`config.mk`:
```
export PLATFORM = sky130hd
export DESIGN_NAME = exec_stage
export DESIGN_NICKNAME = d
export VERILOG_FILES = /design/src/rtl/exec_stage.sv
export SDC_FILE = /design/constraint.sdc
export NUM_CORES = 1
export LEC_CHECK = 0
export CORE_ASPECT_RATIO = 0.8
export CORE_MARGIN = 5
export CORE_UTILIZATION = 47
export CTS_BUF_LIST = sky130_fd_sc_hd__clkbuf_4 sky130_fd_sc_hd__clkbuf_8
export CTS_CLUSTER_DIAMETER = 120
export DETAILED_ROUTE_END_ITERATION = 7
export PLACE_DENSITY = 0.77
export RECOVER_POWER = 25
export SETUP_SLACK_MARGIN = 0.15
export SYNTH_ARGS = -nofsm -noshare
export SYNTH_HDL_FRONTEND = slang
export SYNTH_SLANG_ARGS = --single-unit
```
`constraint.sdc`:
```
create_clock -name clk -period 8.5 [get_ports clk]
set_clock_uncertainty 0.15 [all_clocks]
set_input_delay 0.85 -clock clk [delete_from_list [all_inputs] [get_ports clk]]
set_output_delay 0.85 -clock clk [all_outputs]
set_load 0.01 [all_outputs]
```
`src/rtl/exec_stage.sv`:
```
// exec_stage: single-cycle ALU execute stage with valid/ready handshakes.
// Results are held in an output register backed by one skid register, so
// in_ready comes straight from a flop and back-to-back ops flow at 1/cycle.
// op_count tracks retired results and wraps at 16 bits.
module exec_stage #(
  parameter int DATA_W = 32,
  parameter int RD_W   = 5
) (
  input  logic              clk,
  input  logic              rst_n,
  input  logic              in_valid,
  output logic              in_ready,
  input  logic [3:0]        in_ctrl,
  input  logic [DATA_W-1:0] in_a,
  input  logic [DATA_W-1:0] in_b,
  input  logic [RD_W-1:0]   in_rd,
  input  logic              flush,
  output logic              out_valid,
  input  logic              out_ready,
  output logic [DATA_W-1:0] out_result,
  output logic              out_zero,
  output logic [RD_W-1:0]   out_rd,
  output logic [15:0]       op_count
);

  // ALU: unknown codes produce zero and are not treated as errors.
  function automatic logic [DATA_W-1:0] alu(input logic [3:0] ctrl,
                                            input logic [DATA_W-1:0] a,
                                            input logic [DATA_W-1:0] b);
    logic [DATA_W-1:0] r;
    case (ctrl)
      4'b0000: r = a + b;
      4'b0001: r = a - b;
      4'b0010: r = a & b;
      4'b0011: r = a | b;
      4'b0100: r = a ^ b;
      4'b0101: r = (a < b) ? {{(DATA_W-1){1'b0}}, 1'b1} : {DATA_W{1'b0}};
      default: r = {DATA_W{1'b0}};
    endcase
    return r;
  endfunction

  logic              out_valid_q, out_valid_d;
  logic [DATA_W-1:0] out_result_q, out_result_d;
  logic              out_zero_q, out_zero_d;
  logic [RD_W-1:0]   out_rd_q, out_rd_d;
  logic              skid_valid_q, skid_valid_d;
  logic [DATA_W-1:0] skid_result_q, skid_result_d;
  logic              skid_zero_q, skid_zero_d;
  logic [RD_W-1:0]   skid_rd_q, skid_rd_d;
  logic [15:0]       op_count_q, op_count_d;

  logic              accept_s;
  logic              retire_s;
  logic [DATA_W-1:0] new_result_s;
  logic              new_zero_s;

  // Handshake decode and result computed in the accepting cycle.
  always_comb begin
    accept_s     = in_valid & ~skid_valid_q;
    retire_s     = out_valid_q & out_ready;
    new_result_s = alu(in_ctrl, in_a, in_b);
    new_zero_s   = (new_result_s == {DATA_W{1'b0}});
  end

  // Next-state for the two entries and the retire counter.
  always_comb begin
    out_valid_d   = out_valid_q;
    out_result_d  = out_result_q;
    out_zero_d    = out_zero_q;
    out_rd_d      = out_rd_q;
    skid_valid_d  = skid_valid_q;
    skid_result_d = skid_result_q;
    skid_zero_d   = skid_zero_q;
    skid_rd_d     = skid_rd_q;
    op_count_d    = op_count_q;

    if (retire_s) begin
      out_valid_d = 1'b0;
      op_count_d  = op_count_q + 16'd1;
    end else begin
      op_count_d  = op_count_q;
    end

    // A full skid blocks acceptance, so promotion and acceptance never collide.
    if (skid_valid_q && retire_s) begin
      out_valid_d  = 1'b1;
      out_result_d = skid_result_q;
      out_zero_d   = skid_zero_q;
      out_rd_d     = skid_rd_q;
      skid_valid_d = 1'b0;
    end else if (accept_s && (!out_valid_q || retire_s)) begin
      out_valid_d  = 1'b1;
      out_result_d = new_result_s;
      out_zero_d   = new_zero_s;
      out_rd_d     = in_rd;
    end else if (accept_s) begin
      skid_valid_d  = 1'b1;
      skid_result_d = new_result_s;
      skid_zero_d   = new_zero_s;
      skid_rd_d     = in_rd;
    end else begin
      skid_valid_d  = skid_valid_q;
    end

    // Flush drops everything held, including an op accepted this cycle.
    if (flush) begin
      out_valid_d  = 1'b0;
      skid_valid_d = 1'b0;
    end else begin
      skid_valid_d = skid_valid_d;
    end
  end

  // State registers with synchronous active-low reset.
  always_ff @(posedge clk) begin
    if (!rst_n) begin
      out_valid_q   <= 1'b0;
      out_result_q  <= {DATA_W{1'b0}};
      out_zero_q    <= 1'b1;
      out_rd_q      <= {RD_W{1'b0}};
      skid_valid_q  <= 1'b0;
      skid_result_q <= {DATA_W{1'b0}};
      skid_zero_q   <= 1'b1;
      skid_rd_q     <= {RD_W{1'b0}};
      op_count_q    <= 16'd0;
    end else begin
      out_valid_q   <= out_valid_d;
      out_result_q  <= out_result_d;
      out_zero_q    <= out_zero_d;
      out_rd_q      <= out_rd_d;
      skid_valid_q  <= skid_valid_d;
      skid_result_q <= skid_result_d;
      skid_zero_q   <= skid_zero_d;
      skid_rd_q     <= skid_rd_d;
      op_count_q    <= op_count_d;
    end
  end

  assign in_ready   = ~skid_valid_q;
  assign out_valid  = out_valid_q;
  assign out_result = out_result_q;
  assign out_zero   = out_zero_q;
  assign out_rd     = out_rd_q;
  assign op_count   = op_count_q;

endmodule
```
==> After elaboration in Yosys (flattened, before gate mapping) <==
Cells that the tools add are included.
{ "totals": {"output_inout_bits": 56, "mem_count": 0, "latch_bits": 0, "input_bits": 78, "ff_bits": 94, "mem_bits_rw": 0, "mem_bits_ro": 0} }
{ "op_classes": {"add_sub_neg": 3, "mux": 11, "magnitude_cmp": 1, "shifts": 0, "div": 0, "n_eq_ne": 5, "multipliers": 0, "reduce_logical": 12, "bitwise_logic": 9} }
{ "ops": {"columns": ["operator", "count"], "rows": [
  ["case mux 32 bit (6 select lines)", 1],
  ["two-way mux 32 bit", 2],
  ["adder 32 bit", 1],
  ["AND 32 bit", 1],
  ["zero test 32 bit", 1],
  ["less-than comparator 32 bit", 1],
  ["bitwise OR 32 bit", 1],
  ["subtractor 32 bit", 1],
  ["bitwise XOR 32 bit", 1],
  ["adder 16 x 1 -> 16 bit, second input constant", 1],
  ["two-way mux 5 bit", 2],
  ["equality test 4 x 2 -> 1 bit, second input constant", 2],
  ["equality test 4 x 3 -> 1 bit, second input constant", 2],
  ["two-way mux 1 bit", 6],
  ["equality test 4 x 1 -> 1 bit, second input constant", 1],
  ["zero test 4 bit", 1],
  ["NOT 1 bit", 4],
  ["AND reduction 3 bit", 1],
  ["nonzero test 3 bit", 1],
  ["OR reduction 3 bit", 1],
  ["AND 1 bit", 2],
  ["logical AND 1 bit", 2],
  ["AND reduction 2 bit", 1],
  ["nonzero test 2 bit", 1],
  ["other kinds (3)", 3]
]} }

==> Depth between registers and ports, before layout <==
Gate-level depths: netlist of the first run.
{ "depth": {"ltp_word": 6, "depth_mapped": 15, "mapped_depth_nobuf": 15} }

==> Worst setup path after synthesis of the first run <==
Ideal clock, no wire load.
{ "synth_timing": {"path_kind": "input port to flip-flop", "startpoint": "input in_a[0]", "endpoint": "register skid_zero_q", "setup_time_ns": 0.074, "path_buffers": 0, "path_stages": 15, "required_time_ns": 8.276, "arrival_ns": 3.994, "setup_slack_ns": 4.282, "path_cell_list": "inv_1 ha_1 inv_1 fa_1 nor2b_1 o21ai_0 a21oi_1 or2_2 a221oi_1 o211a_1 nand2_1 or4b_1 nor4b_2 nand4_1 o211ai_2"} }
{ "synth_via": {"elab_chain_len": 4} }
{ "synth_rtl": {"columns": ["item", "line", "text"], "rows": [
  ["from (decl)", "14", "input logic [DATA_W-1:0] in_a,"],
  ["less-than comparator 32 bit", "37", "4'b0101: r = (a < b) ? {{(DATA_W-1){1'b0}}, 1'b1} : {DATA_W{1'b0}};"],
  ["two-way mux 1 bit", "37", null],
  ["case mux 32 bit (6 select lines) (*)", "31", "case (ctrl)"],
  ["zero test 32 bit (*)", "63", "new_zero_s = (new_result_s == {DATA_W{1'b0}});"],
  ["to (signal assigned)", "134", "skid_zero_q <= skid_zero_d;"],
  ["to (decl)", "49", "logic skid_zero_q, skid_zero_d;"]
]} }
Mark *: on every way between the ends. The rest lies on a longest branch, timed or not.
A chain may end at the register's enable or synchronous reset.

==> Final worst setup path of the first run <==
{ "layout_timing": {"startpoint": "input in_a[16]", "endpoint": "register skid_zero_q"} }
Same word-level chain as after synthesis.

==> results of run 1 <==
==> layer usage <==
layer / global-route usage [%] / vias to the layer above / share of wire [%]
met5: 0 / - / 0
met4: 7.57 / 0 / 2.6
met3: 6.02 / 74 / 9.7
met2: 41.8 / 537 / 43
met1: 39.6 / 4789 / 45
li1: - / 4899 / -
==> worst min path at each step <==
stage	cells past startpoint	to	slack (ps)
CTS	2	skid_rd_q[1]$_SDFFE_PN0P_	310
finish	2	out_rd[4]$_SDFFE_PN0P_	310
floorplan	2	skid_rd_q[0]$_SDFFE_PN0P_	290
global placement	2	skid_rd_q[3]$_SDFFE_PN0P_	290
detailed placement	2	out_rd[0]$_SDFFE_PN0P_	300
global route	2	skid_rd_q[4]$_SDFFE_PN0P_	330
==> stage by stage <==
step | instances | worst slack, ps
after floorplan | 1310 | 4280
after global placement | 1635 | 2840
after detailed placement | 1635 | 2880
after CTS | 1651 | 3230
after global routing | 1651 | 2860
final | 1651 | 2910
==> kinds of logic after synthesis <==
family / after synthesis
xor+xnor: 18
buf+inv: 185
flops: 94
mux: 9
simple gates: 477
compound gates: 415
fa+ha+maj: 112
==> worst register-to-register path: cells and delay by family, from the launching register on <==
kind	cells	cell delay [ps]
AOI/OAI and AO/OA	1	200
buffers and inverters	1	90
and+or+nand+nor	3	1300
DFF	1	340
==> sequential cells by signal, indices dropped and copies added, names as in the netlist <==
signal	cells
op_count	16
skid_valid_q	1
skid_rd_q	5
out_result	32
out_rd	5
out_zero	1
skid_zero_q	1
skid_result_q	32
out_valid	1
==> layout make-up <==
class / instances / area (sq um)
fillers: 1915 / 8720
clock inverters: 7 / 93.8
multi-input cells: 1031 / 6800
well taps: 264 / 330
clock buffers: 9 / 124
flip-flops and latches: 94 / 1880
repair buffers: 144 / 1410
inverters: 102 / 383
==> power by group <==
part	leakage, nW	total, mW	internal, mW	switching [mW]
registers	0.762	0.462	0.454	0.00795
clock network	0.106	0.320	0.144	0.176
logic	3.66	0.511	0.188	0.323
total	4.52	1.29	0.786	0.507
==> synthesized netlist by cell type, types with 4 or more instances <==
library cell / number / share of area (%)
a221oi_1: 30 / 2.8
o31ai_1: 17 / 1.4
dfxtp_1: 94 / 20
or2_2: 7 / 0.47
o21a_1: 5 / 0.40
nor3_1: 37 / 2.0
a21oi_1: 119 / 6.3
nand3_1: 23 / 1.2
nor4_1: 15 / 1.0
nand2_1: 116 / 4.6
o211a_1: 4 / 0.43
inv_1: 100 / 4.0
o21ai_0: 58 / 3.1
clkbuf_1: 56 / 2.2
and4_1: 4 / 0.37
a22oi_1: 19 / 1.5
o22ai_1: 6 / 0.40
a31oi_1: 12 / 0.80
nand2b_1: 11 / 0.73
a211oi_1: 53 / 4.2
nor2_1: 173 / 6.9
a41oi_1: 4 / 0.37
a211o_1: 4 / 0.37
and2_1: 9 / 0.60
a21o_1: 11 / 0.88
or4_1: 8 / 0.64
buf_1: 6 / 0.24
ha_1: 110 / 15
and3_1: 8 / 0.53
nand4_1: 20 / 1.3
o311ai_0: 6 / 0.56
xor2_1: 8 / 0.75
buf_2: 17 / 0.91
nor2b_1: 14 / 0.93
o21bai_1: 11 / 0.88
mux2i_1: 9 / 0.96
or3_1: 13 / 0.87
o211ai_1: 11 / 0.88
xnor2_1: 10 / 0.93
==> impl_metrics.json, run 1 <==
{
  "status": "finished with violations",
  "violations": "max-capacitance violations",
  "io_pins": 134,
  "drcViolationCount": 0,
  "core.rowCount": 46,
  "powerDensity_mw_per_mm2": 117,
  "start_kind": "primary input",
  "grt_pass1_wl_mm": 51.5,
  "synthCells": 1310,
  "r2r_slack_ps": 6320,
  "cts_hold_buf": 0,
  "synth_async_sr_flop_share_pct": 0,
  "die_area_sq_mm": 0.0229,
  "synth_simple_gate_area_share_pct": 24.3,
  "ys.flop_type": "dfxtp_1",
  "syn_to_final_growth_pct": 17.3,
  "critPathArrivalTime_ps": 5730,
  "cp.required_ps": 8640,
  "period_needed_ps": 5590,
  "crit_chain": "clkdlybuf4s50_1, inv_1, ha_1, nor4_1, nand2_1, a2111oi_0, nor3_1, a21oi_1, a211oi_1, a41oi_1, nand2_1, nor4_1, nand4_1, o211ai_2",
  "synth_fa_ha_area_share_pct": 15.1,
  "place_area_sq_mm": 0.0108,
  "cts_setup_buffers": 0,
  "max-vdd-ir-drop_mv": 0.0762,
  "cts_resized": 0,
  "vias": 10300,
  "cts_buffers": 9,
  "synth-edff-count": 0,
  "synthesis.nets": 1500,
  "synth_area_sq_mm": 0.00940,
  "critPathLaunch": "in_a[16]",
  "synthXorXnorAreaFrac_pct": 1.68,
  "critPathTopFamily": "compound AO/OA/AOI/OAI gates",
  "grt_overflow": 0,
  "root_buffer": "clkbuf_8",
  "worstSetupEndpoint": "skid_zero_q$_SDFFE_PN1P_",
  "first_global_vias": 9321,
  "track_usage_pct": 27.6,
  "drv_cap": 1,
  "design.core.area_sq_mm": 0.0197,
  "crit_path_max_fanout": 19,
  "dieHeight_microns": 136,
  "dieWidth_microns": 168,
  "initial_utilization_pct": 47.6,
  "timing.critical_path.buf_inv": 2,
  "synth_top_family_by_area": "compound AO/OA/AOI/OAI gates",
  "r2r_cells": 5,
  "final_cell_mix": "nor2_1 (171), a21oi_1 (119), nand2_1 (116), ha_1 (110)",
  "end_kind": "flip-flop",
  "period_share_pct": 65.8,
  "wirelength_mm": 33.0,
  "cts_max_level": 3,
  "rr_endpoint": "skid_result_q[27]$_SDFFE_PN0P_",
  "worstHoldStart": "out_rd[4]$_SDFFE_PN0P_",
  "layout_commonest_cell": "nor2_1",
  "crit_cells": 14,
  "cts.sinks": 94,
  "viasPerCell": 6.24,
  "dr.pass1.iters": 6,
  "cpPeakStageDelay_ps": 1120,
  "crit_slowest_cell": "a2111oi_0",
  "criticalPathCategory": "in -> reg",
  "maxSlewViolCount": 0,
  "grt_max_degree": 61,
  "antenna_found_initial": 0,
  "clkLatencyLatePin_ps": 370,
  "syn_area_per_cell_sq_um": 7.17,
  "relSlewSlack_pct": 2.89,
  "cts_tree": "yes",
  "hold_class": "reg -> reg",
  "drt_iter0_markers": 1216,
  "final_area_sq_mm": 0.0110,
  "clkTransAtPathRegs_ps": 90,
  "leakagePower_nw": 4.52,
  "num_antenna_cells": 0,
  "whs_ps": 309,
  "dp_hpwl_mm": 25.0,
  "fin_util_pct": 55.8,
  "nets": 1572,
  "hold_violations": 0,
  "ant_nets": 0,
  "synthMuxAreaShare_pct": 0.958,
  "finalPower_mw": 1.29,
  "clk_path_buf_depth": 2,
  "routedWlPerCell_microns": 20.0,
  "synth_compound_area_share_pct": 30.1,
  "synth_seq_area_share_pct": 20.0,
  "synth_cell_type_count": 83,
  "timing.rr.start": "skid_valid_q$_SDFFE_PP0P_",
  "yosys_warnings": 0,
  "setup-tns-final_ps": 0,
  "ys_seq_elements": 94,
  "place_congestion": 1.01,
  "port_buffers": 133,
  "setup_viol": 0,
  "rsz0062_at_grt": "no",
  "layout-drive-gt1-share_pct": 4.18,
  "fmax_mhz": 179,
  "tightest_slew_ps": 1420
}
No activity file was read; power rests on OpenSTA's default activity.
==> run 2: changes to the inputs <==
==> constraint.sdc (replaced) <==
create_clock -name clk -period 5.6 [get_ports clk]
set_clock_uncertainty 0.15 [all_clocks]
set_input_delay 0.56 -clock clk [delete_from_list [all_inputs] [get_ports clk]]
set_output_delay 0.56 -clock clk [all_outputs]
set_load 0.01 [all_outputs]
==> run 2 against run 1 <==
The flow now finishes without violations. Non-clock buffer count grew 20. Final cell count grew 1.2%. Die area is the same. Clock-buffer cell count grew 1. Critical endpoint unchanged.
==> impl_metrics.json, run 2 (synthesized netlist as in run 1, its figures left out) <==
{
  "relSlewSlack_pct": 20.7,
  "clkLatencyLatePin_ps": 360,
  "cts_buffers": 9,
  "clkTransAtPathRegs_ps": 100,
  "vias": 10300,
  "critPathArrivalTime_ps": 4990,
  "max-vdd-ir-drop_mv": 0.120,
  "cts_setup_buffers": 0,
  "syn_to_final_growth_pct": 18.7,
  "criticalPathCategory": "in -> reg",
  "crit_path_max_fanout": 5,
  "leakagePower_nw": 4.63,
  "first_global_vias": 9362,
  "grt_max_degree": 52,
  "dieWidth_microns": 168,
  "layout_commonest_cell": "nor2_1",
  "io_pins": 134,
  "ant_nets": 0,
  "fmax_mhz": 206,
  "grt_pass1_wl_mm": 50.7,
  "drt_iter0_markers": 1269,
  "antenna_found_initial": 0,
  "hold_class": "reg -> reg",
  "cts_hold_buf": 0,
  "powerDensity_mw_per_mm2": 175,
  "num_antenna_cells": 0,
  "dr.pass1.iters": 5,
  "viasPerCell": 6.16,
  "start_kind": "primary input",
  "clk_path_buf_depth": 2,
  "dp_hpwl_mm": 25.1,
  "drcViolationCount": 0,
  "grt_overflow": 0,
  "port_buffers": 133,
  "r2r_slack_ps": 3420,
  "final_cell_mix": "nor2_1 (171), a21oi_1 (119), nand2_1 (116), ha_1 (110), inv_1 (101)",
  "cts_resized": 0,
  "cts_tree": "yes",
  "period_share_pct": 86.7,
  "track_usage_pct": 26.9,
  "end_kind": "flip-flop",
  "setup-tns-final_ps": 0,
  "design.core.area_sq_mm": 0.0197,
  "cts_max_level": 3,
  "period_needed_ps": 4860,
  "cp.required_ps": 5740,
  "routedWlPerCell_microns": 19.3,
  "cts.sinks": 94,
  "status": "finished, final reports clean",
  "core.rowCount": 46,
  "tightest_slew_ps": 1190,
  "nets": 1592,
  "maxSlewViolCount": 0,
  "setup_viol": 0,
  "rsz0062_at_grt": "no",
  "place_congestion": 0.984,
  "hold_violations": 0,
  "layout-drive-gt1-share_pct": 5.54,
  "dieHeight_microns": 136,
  "drv_cap": 0,
  "fin_util_pct": 56.5,
  "wirelength_mm": 32.3,
  "finalPower_mw": 1.96,
  "die_area_sq_mm": 0.0229,
  "root_buffer": "clkbuf_8",
  "initial_utilization_pct": 47.6
}
run 2: worst paths after layout:
path | start | end | cells past startpoint
setup / recovery | in_b[0] | skid_zero_q$_SDFFE_PN1P_ | 15
hold / removal | out_rd[3]$_SDFFE_PN0P_ | out_rd[3]$_SDFFE_PN0P_ | 2
setup reg to reg | skid_valid_q$_SDFFE_PP0P_ | skid_result_q[27]$_SDFFE_PN0P_ | 5
hold reg to reg | out_rd[3]$_SDFFE_PN0P_ | out_rd[3]$_SDFFE_PN0P_ | 2
run 2: per-layer routing:
layer,vias up,wire length [microns],GRT usage [%]
met4,0,593,5.72
met2,496,13900,41.2
met3,48,3100,3.90
met5,-,0,0
li1,4928,-,-
met1,4819,14700,40.1
run 2: power breakdown:
group	switching (mW)	leakage (nW)	internal [mW]
Clock	0.249	0.106	0.216
Sequential	0.0121	0.762	0.689
Combinational	0.490	3.76	0.301
run 2: final cells by class:
cell class                      count  area [sq um]
Clock inverter                      6          68.8
Timing Repair Buffer              164          1560
Clock buffer                       10           131
Fill cell                        1882          8590
Multi-Input combinational cell   1031          6800
Tap cell                          264           330
Sequential cell                    94          1880
Inverter                          102           383
run 2: worst max-delay path: stages:
cell	delay [ps]
clkdlybuf4s50_1	510
ha_1	220
inv_1	70
fa_1	380
nor2b_1	160
o21ai_0	510
a21oi_1	190
o311ai_0	510
a211oi_1	150
a2111o_1	460
a2111oi_1	400
o2111ai_1	220
nor4b_2	270
nand4_1	170
o211ai_2	190
run 2: through the flow:
stage                     setup slack [ps]  cell area (sq um)  hold WS, ps  std cells
after floorplan                       1670               9400          286       1310
after global placement                 514              11000          293       1655
after detailed placement               549              11000          299       1655
after CTS                              893              11200          313       1671
after global routing                   529              11200          335       1671
final                                  744              11200          312       1671
==> run 3: changes to the inputs <==
--- a/config.mk
+++ b/config.mk
@@ -5,6 +5,7 @@
 export SDC_FILE = /design/constraint.sdc
 export NUM_CORES = 1
 export LEC_CHECK = 0
+export ABC_CLOCK_PERIOD_IN_PS = 5600
 export CORE_ASPECT_RATIO = 0.8
 export CORE_MARGIN = 5
 export CORE_UTILIZATION = 47
==> results of run 3 <==
The final DEF is identical to that of run 2; final timing and power are the same.
